`src/rtl/lsu_mem_stage.sv`:
```
// Memory-stage load/store unit: one request at a time, data-memory handshake,
// load alignment/extension and a registered single-cycle writeback result.
module lsu_mem_stage #(
  parameter int width = 32
) (
  input  logic             clk,
  input  logic             rst_n,
  input  logic             req_valid,
  output logic             req_ready,
  input  logic             req_load,
  input  logic             req_store,
  input  logic [2:0]       req_funct3,
  input  logic [width-1:0] req_addr,
  input  logic [width-1:0] req_wdata,
  input  logic [4:0]       req_rd,
  output logic             dmem_read,
  output logic             dmem_write,
  output logic [width-1:0] dmem_addr,
  output logic [3:0]       dmem_wmask,
  output logic [width-1:0] dmem_wdata,
  input  logic             dmem_resp,
  input  logic [width-1:0] dmem_rdata,
  output logic             done,
  output logic             wb_we,
  output logic [4:0]       wb_rd,
  output logic [width-1:0] wb_data,
  output logic             err
);

  typedef enum logic [1:0] {IDLE, ACCESS, FINISH} state_t;

  state_t     state;
  logic [2:0] funct3_reg;
  logic [1:0] addr_lo_reg;
  logic [4:0] rd_reg;
  logic       load_reg;

  logic             legal;
  logic [3:0]       fmt_mask;
  logic [width-1:0] fmt_wdata;
  logic [7:0]       lane [4];
  logic [7:0]       byte_sel;
  logic [15:0]      half_sel;
  logic [width-1:0] load_fmt;

  // Legality covers funct3, load/store exclusivity and natural alignment.
  always_comb begin
    legal = 1'b0;
    case (req_funct3)
      3'b000:  legal = 1'b1;
      3'b001:  legal = ~req_addr[0];
      3'b010:  legal = (req_addr[1:0] == 2'b00);
      3'b100:  legal = req_load;
      3'b101:  legal = req_load & ~req_addr[0];
      default: legal = 1'b0;
    endcase
    if (req_load && req_store)
      legal = 1'b0;
  end

  always_comb begin
    fmt_mask  = 4'b1111;
    fmt_wdata = req_wdata;
    case (req_funct3[1:0])
      2'b00: begin
        fmt_mask  = 4'b0001 << req_addr[1:0];
        fmt_wdata = {4{req_wdata[7:0]}};
      end
      2'b01: begin
        fmt_mask  = 4'b0011 << {req_addr[1], 1'b0};
        fmt_wdata = {2{req_wdata[15:0]}};
      end
      default: begin
        fmt_mask  = 4'b1111;
        fmt_wdata = req_wdata;
      end
    endcase
  end

  for (genvar gi = 0; gi < 4; gi++) begin : g_lane
    assign lane[gi] = dmem_rdata[8*gi +: 8];
  end

  assign byte_sel = lane[addr_lo_reg];
  assign half_sel = addr_lo_reg[1] ? dmem_rdata[31:16] : dmem_rdata[15:0];

  always_comb begin
    load_fmt = '0;
    case (funct3_reg)
      3'b000:  load_fmt = {{(width-8){byte_sel[7]}}, byte_sel};
      3'b001:  load_fmt = {{(width-16){half_sel[15]}}, half_sel};
      3'b010:  load_fmt = dmem_rdata;
      3'b100:  load_fmt = {{(width-8){1'b0}}, byte_sel};
      3'b101:  load_fmt = {{(width-16){1'b0}}, half_sel};
      default: load_fmt = '0;
    endcase
  end

  always_ff @(posedge clk or negedge rst_n) begin
    if (!rst_n) begin
      state       <= IDLE;
      funct3_reg  <= '0;
      addr_lo_reg <= '0;
      rd_reg      <= '0;
      load_reg    <= 1'b0;
      req_ready   <= 1'b1;
      dmem_read   <= 1'b0;
      dmem_write  <= 1'b0;
      dmem_addr   <= '0;
      dmem_wmask  <= '0;
      dmem_wdata  <= '0;
      done        <= 1'b0;
      wb_we       <= 1'b0;
      wb_rd       <= '0;
      wb_data     <= '0;
      err         <= 1'b0;
    end else begin
      case (state)
        IDLE: begin
          // A request with neither kind set is consumed silently.
          if (req_valid && (req_load || req_store)) begin
            funct3_reg  <= req_funct3;
            addr_lo_reg <= req_addr[1:0];
            rd_reg      <= req_rd;
            load_reg    <= req_load;
            req_ready   <= 1'b0;
            if (legal) begin
              dmem_addr  <= {req_addr[width-1:2], 2'b00};
              dmem_read  <= req_load;
              dmem_write <= req_store;
              dmem_wmask <= req_store ? fmt_mask : 4'b0000;
              dmem_wdata <= req_store ? fmt_wdata : '0;
              state      <= ACCESS;
            end else begin
              done    <= 1'b1;
              err     <= 1'b1;
              wb_we   <= 1'b0;
              wb_rd   <= req_rd;
              wb_data <= '0;
              state   <= FINISH;
            end
          end
        end
        ACCESS: begin
          if (dmem_resp) begin
            dmem_read  <= 1'b0;
            dmem_write <= 1'b0;
            done       <= 1'b1;
            wb_we      <= load_reg && (rd_reg != 5'd0);
            wb_rd      <= rd_reg;
            wb_data    <= load_reg ? load_fmt : '0;
            state      <= FINISH;
          end
        end
        FINISH: begin
          done      <= 1'b0;
          err       <= 1'b0;
          wb_we     <= 1'b0;
          req_ready <= 1'b1;
          state     <= IDLE;
        end
        default: state <= IDLE;
      endcase
    end
  end

endmodule

```
`config.mk`:
```
export PLATFORM = sky130hd
export DESIGN_NAME = lsu_mem_stage
export DESIGN_NICKNAME = d
export VERILOG_FILES = /design/src/rtl/lsu_mem_stage.sv
export SDC_FILE = /design/constraint.sdc
export NUM_CORES = 1
export LEC_CHECK = 0
export BUFFER_PORTS_ARGS = -buffer_cell sky130_fd_sc_hd__buf_4
export CORE_UTILIZATION = 47
export CTS_BUF_LIST = sky130_fd_sc_hd__clkbuf_16
export DETAILED_ROUTE_END_ITERATION = 6
export MAX_ROUTING_LAYER = met4
export PLACE_DENSITY = 0.77
export SLEW_MARGIN = 25
export SYNTH_ARGS = -nofsm -noshare
export SYNTH_HDL_FRONTEND = slang
export SYNTH_SLANG_ARGS = --single-unit
```
`constraint.sdc`:
```
create_clock -name clk -period 2.1 [get_ports clk]
set_input_delay 0.315 -clock clk [delete_from_list [all_inputs] [get_ports clk]]
set_output_delay 0.315 -clock clk [all_outputs]
set_load 0.01 [all_outputs]
```
==> run metrics, run 1 <==
outcome finished clean; area of the multi-input gates 2560 um2; die area about 13000 um2; Avg Vias per Cell approximately 5.6; RSZ-0062 raised after global routing false; GPL Wtd Cong 0.881; Comb pwr share 0.304; final wirelength 16.5 mm; post-CTS setup repair buffer count 0; post-synthesis sequential element count 122; r2r startpoint addr_lo_reg[1]; top flop regs dmem_wdata (32), wb_data (32), dmem_addr (30); first-pass GRT wire length roughly 26 mm; final setup vio count 0; Post-Synthesis Cells 507; post-synth cell types 45; Setup WS pre-CTS 66.5 ps; worst hold path type in2reg; Mean Syn Cell Area roughly 11 um2; Clock transition at path regs 60 ps; H-tree depth 4; DRC 0; overall power 9.01 mW; PnR worst setup slack 108 ps; Slew @ Worst Pin approximately 830 ps; clock sinks 122; DRT Pass-1 Iters 5; CTS tree built; Fmax roughly 500 MHz; Max-Cap Viols 0; Setup TNS 0 ps; slowest cell on the critical path mux4_2; Global Route Usage Sum 0.274; top post-synthesis cells by area dfrtp_1 (52%), mux2_2 (9.5%), o21ai_0 (7.7%), mux2_4 (6.2%), o2bb2ai_1 (4.8%); FF-to-FF End wb_data[25]; Final Hold Violating Endpoints 0; Core Area ~12000 um2; post-route clock skew ~10 ps; worst-skew pair later-pin latency 420 ps; CP max stage delay 570 ps; Switch Pwr 2.67 mW; cts bufs inserted 17; hpwl dp 11.6 mm; fillcell total ~900; Synth Flop Type dfrtp_1; Hold Startpoint req_addr[25]; Wirelength per Cell 18.3 um; Mapped Area 5830 um2; number of synthesized flops with an enable pin 0; PortBufs 218; worst path cell trace mux4_2, or2_2, a22oi_1, o2bb2ai_1; maximum VDD drop ~0.00063 V; Arrival @ worst endpoint 2290 ps; ant diodes 0; Die Ht between 100 and 150 um; Net Sw Frac 0.296; reg2reg setup slack 110 ps; initial antenna violation count 0; Crit Path Class reg2reg; sequential share of power 0.363; largest area contributor in the netlist dfrtp_1; Final ANT Viol Nets 0; Final Cycle Share 0.949; fin crit period about 2000 ps; fin area approximately 8300 um2; post-synthesis sequential area ratio 0.524; CTS root buffer clkbuf_16; layout cells sized above 1 0.476; WHS Path Cells 2; clk buf depth 2; Pint around 6.3 mW; fin. max-slew vios 0; I/O Pins 221; DR iter-0 viols 459; R2R depth 4; Synth Warn # 0; area grow syn2layout 42.5%; WP data required 2400 ps; Hold EP dmem_addr[25]; share of the synthesized area in the top cell type 0.519; Final nets between 800 and 900; number of global-route vias before repair 5156; slew margin rel. 0.445; placed insts 871; CP startpoint kind flip-flop; total power per unit cell area 1080 nW/um2; fin cells 904; type of element capturing the critical path flip-flop; grt ovf 0; P_leak 3.98 nW; Clk pwr share 0.334; CP Max Fanout 16; routed via count 5090; Starting Density 0.483; # rows 40; DP Area 7670 um2; Storage cell area 3050 um2; async set or reset register ratio after synthesis 1.00; largest net degree at the start of global routing 51; Die X 113 um
-- repair_timing --
action,CTS,global route
gates resized for setup,0,2
hold buffers,1,0
hold endpoints to repair,33,0
endpoints found under the setup margin,0,5
-- final cells by class --
| class | instances | share of cell area |
|---|---|---|
| flip-flops and latches | 122 | 0.368 |
| multi-input cells | 337 | 0.309 |
| repair buffers | 239 | 0.222 |
| clock buffers | 17 | 0.0512 |
| well taps | 168 | 0.0253 |
| clock inverters | 15 | 0.0218 |
| inverters | 6 | 0.00271 |
-- worst max-delay path, delay by kind of cell (launching register included) --
family,cells,cell delay [ps]
compound gates,2,360
simple gates,1,450
mux,1,570
flops,1,490
-- metrics by stage --
step                hold slack, ps  utilization
global route                   109        0.688
floorplan                     19.4            -
CTS                            108        0.687
global placement               311        0.636
finish                         119        0.688
detailed placement             320        0.636
-- kinds of logic (layout without fill, tap and decap cells) --
logic type | Yosys count | after routing | share of synthesized area
simple gates | 80 | 80 | 0.0648
other cells | 1 | 2 | 0.000643
flops | 122 | 122 | 0.524
mux | 83 | 83 | 0.176
compound gates | 172 | 172 | 0.195
buf+inv | 49 | 277 | 0.0395
-- synthesized netlist by cell type (8+ instances only) --
master     count
a221oi_1       8
a22oi_1       16
clkbuf_1      28
dfrtp_1      121
mux2_2        49
mux2_4        24
mux2i_1        9
nand2_1       47
nor2_1         9
o21ai_0       90
o2bb2ai_1     32
-- worst max-delay path by stage --
stage | start | end | slack [ps] | depth (start not counted)
after floorplan | addr_lo_reg[1] | wb_data[22] | 320 | 6
after global routing | addr_lo_reg[1] | wb_data[25] | 20 | 4
final | addr_lo_reg[1] | wb_data[25] | 110 | 4
after global placement | req_load | dmem_addr[31] | 210 | 6
after detailed placement | addr_lo_reg[1] | wb_data[21] | 70 | 4
after CTS | addr_lo_reg[1] | wb_data[21] | 20 | 4
-- layer usage --
| layer | vias to the layer above | wire length (um) | part of all wire | GRT usage |
|---|---|---|---|---|
| met3 | 31 | 1290 | 0.078 | 0.0723 |
| met5 | - | 0 | 0 | - |
| met2 | 256 | 8180 | 0.49 | 0.442 |
| met1 | 2494 | 6720 | 0.41 | 0.333 |
| li1 | 2309 | - | - | - |
| met4 | 0 | 344 | 0.021 | 0.102 |
-- power by group through the flow --
stage | clock network, mW | logic, mW | registers, mW
2_1_floorplan | 0 | 1.15 | 3.46
6_report | 3.01 | 2.73 | 3.27
5_1_grt | 3.17 | 2.93 | 3.33
4_1_cts | 3.05 | 2.73 | 3.26
3_3_place_gp | 0 | 2.63 | 3.26
3_5_place_dp | 0 | 2.72 | 3.28
-- placed cells by master, fill, tap and decap left out, types with 3 or more instances in the layout --
master,instances
nand2b_1,5
buf_12,4
buf_4,234
bufinv_16,4
dfrtp_1,121
clkbuf_16,17
a21oi_1,5
nor2b_1,4
clkinv_1,4
clkinv_2,3
a22oi_1,16
o21ai_0,90
and2_1,3
o2bb2ai_1,32
inv_1,6
nand2_1,47
a222oi_1,7
a221oi_1,8
mux2_2,49
nor2_1,9
mux2_4,24
clkinvlp_4,3
mux2i_1,9
(Power assumes the default switching activity.)
==> run 2: changes to the inputs <==
==> constraint.sdc (replaced) <==
create_clock -name clk -period 2 [get_ports clk]
set_input_delay 0.3 -clock clk [delete_from_list [all_inputs] [get_ports clk]]
set_output_delay 0.3 -clock clk [all_outputs]
set_load 0.01 [all_outputs]
==> run metrics, run 2 (synthesized netlist as in run 1, its figures left out) <==
top flop regs dmem_wdata (32), wb_data (32), dmem_addr (30); WP data required 2340 ps; number of global-route vias before repair 5130; type of element capturing the critical path flip-flop; initial antenna violation count 0; DRC 0; largest net degree at the start of global routing between 40 and 50; most common cell after layout, fill and taps aside buf_4; slew margin rel. 0.361; Crit Path Class reg2reg; Die X ~110 um; maximum VDD drop 0.000570 V; outcome finished clean; P_leak about 4 nW; placed insts 876; post-route clock skew 7.91 ps; fillcell total 902; CP startpoint kind flip-flop; Global Route Usage Sum 0.279; routed via count 5105; final wirelength 16.6 mm; post-CTS setup repair buffer count 0; DRT Pass-1 Iters 5; total power per unit cell area 1150 nW/um2; cts bufs inserted 17; Avg Vias per Cell 5.62; clock sinks 122; CTS tree built; fin crit period 1930 ps; Final Hold Violating Endpoints 0; PnR worst setup slack 65.6 ps; RSZ-0062 raised after global routing true; slowest cell on the critical path o32ai_1; area grow syn2layout 43.2%; worst hold path type in2reg; Die Ht between 100 and 150 um; clk buf depth 2; DP Area ~7700 um2; Max-Cap Viols 0; # rows 40; Setup WS pre-CTS -30.7 ps; Wirelength per Cell between 15 and 20 um; Final ANT Viol Nets 0; CTS root buffer clkbuf_16; final setup vio count 0; Final nets 838; Starting Density 0.483; grt ovf 0; H-tree depth 4; worst-skew pair later-pin latency 420 ps; Final Cycle Share 0.967; hpwl dp 11.5 mm; Slew @ Worst Pin around 950 ps; fin area 8350 um2; worst path cell trace nor2b_1, o32ai_1, a222oi_1, o2bb2ai_1; Core Area 12100 um2; overall power 9.56 mW; Setup TNS 0 ps; die area 12900 um2; CP Max Fanout 8; first-pass GRT wire length 26.6 mm; layout cells sized above 1 0.478; Fmax 517 MHz; fin cells 909; DR iter-0 viols 491; commonest non-fill, non-tap cells in the layout buf_4 (240), dfrtp_1 (121), o21ai_0 (90); GPL Wtd Cong 0.878; I/O Pins 221; PortBufs 218; CP max stage delay 790 ps; Clock transition at path regs 60 ps; Arrival @ worst endpoint approximately 2300 ps; fin. max-slew vios 0; ant diodes 0
==> run 2: layer usage <==
metal	GRT usage	share of wire
met5	-	0
met4	0.118	0.028
met3	0.0670	0.071
met2	0.440	0.49
met1	0.345	0.41
==> run 2: area by class of cell <==
type | count | area [um2] | share of cell area
Sequential cell | 122 | 3050 | 0.366
Multi-Input combinational cell | 337 | 2560 | 0.306
Timing Repair Buffer | 244 | 1870 | 0.224
Clock buffer | 17 | 425 | 0.0510
Tap cell | 168 | 210 | 0.0252
Clock inverter | 15 | 206 | 0.0247
Inverter | 6 | 22.5 | 0.00270
==> run 2: per-stage QoR <==
stage / hold slack (ps) / utilization
2_1_floorplan: 4.41 / -
3_3_place_gp: 311 / 0.638
3_5_place_dp: 321 / 0.638
4_1_cts: 91.9 / 0.692
5_1_grt: 87.8 / 0.692
6_report: 107 / 0.692
==> run 2: worst max-delay path, delay by kind of cell (launching register included) <==
kind / cells / cell delay (ps)
compound gates: 3 / 1260
flops: 1 / 500
simple gates: 1 / 100
==> run 2: worst paths after layout <==
| kind | start | endpoint | slack (ps) | depth (start not counted) |
|---|---|---|---|---|
| setup reg to reg | funct3_reg[0] | wb_data[4] | 70 | 4 |
| max in group asynchronous | rst_n | dmem_wdata[1] | 810 | 3 |
| min in group asynchronous | rst_n | rd_reg[4] | 420 | 2 |
| setup / recovery | funct3_reg[0] | wb_data[4] | 70 | 4 |
| hold reg to reg | wb_data[31] | wb_data[31] | 490 | 1 |
| hold / removal | req_addr[9] | dmem_addr[9] | 110 | 2 |
==> run 2: timing repair <==
action	4_1_cts	5_1_grt
pin swaps	0	0
resized for setup	1	1
endpoints found under the hold margin	37	0
setup endpoints to repair	5	21
hold buffers	1	0
==> run 2: where the power goes <==
group	internal (mW)	total, mW	switching (mW)	leakage (nW)
Combinational	1.55	2.85	1.30	2.15
Clock	2.18	3.27	1.09	0.303
Sequential	3.05	3.44	0.387	1.56
Total	6.78	9.56	2.78	4.01
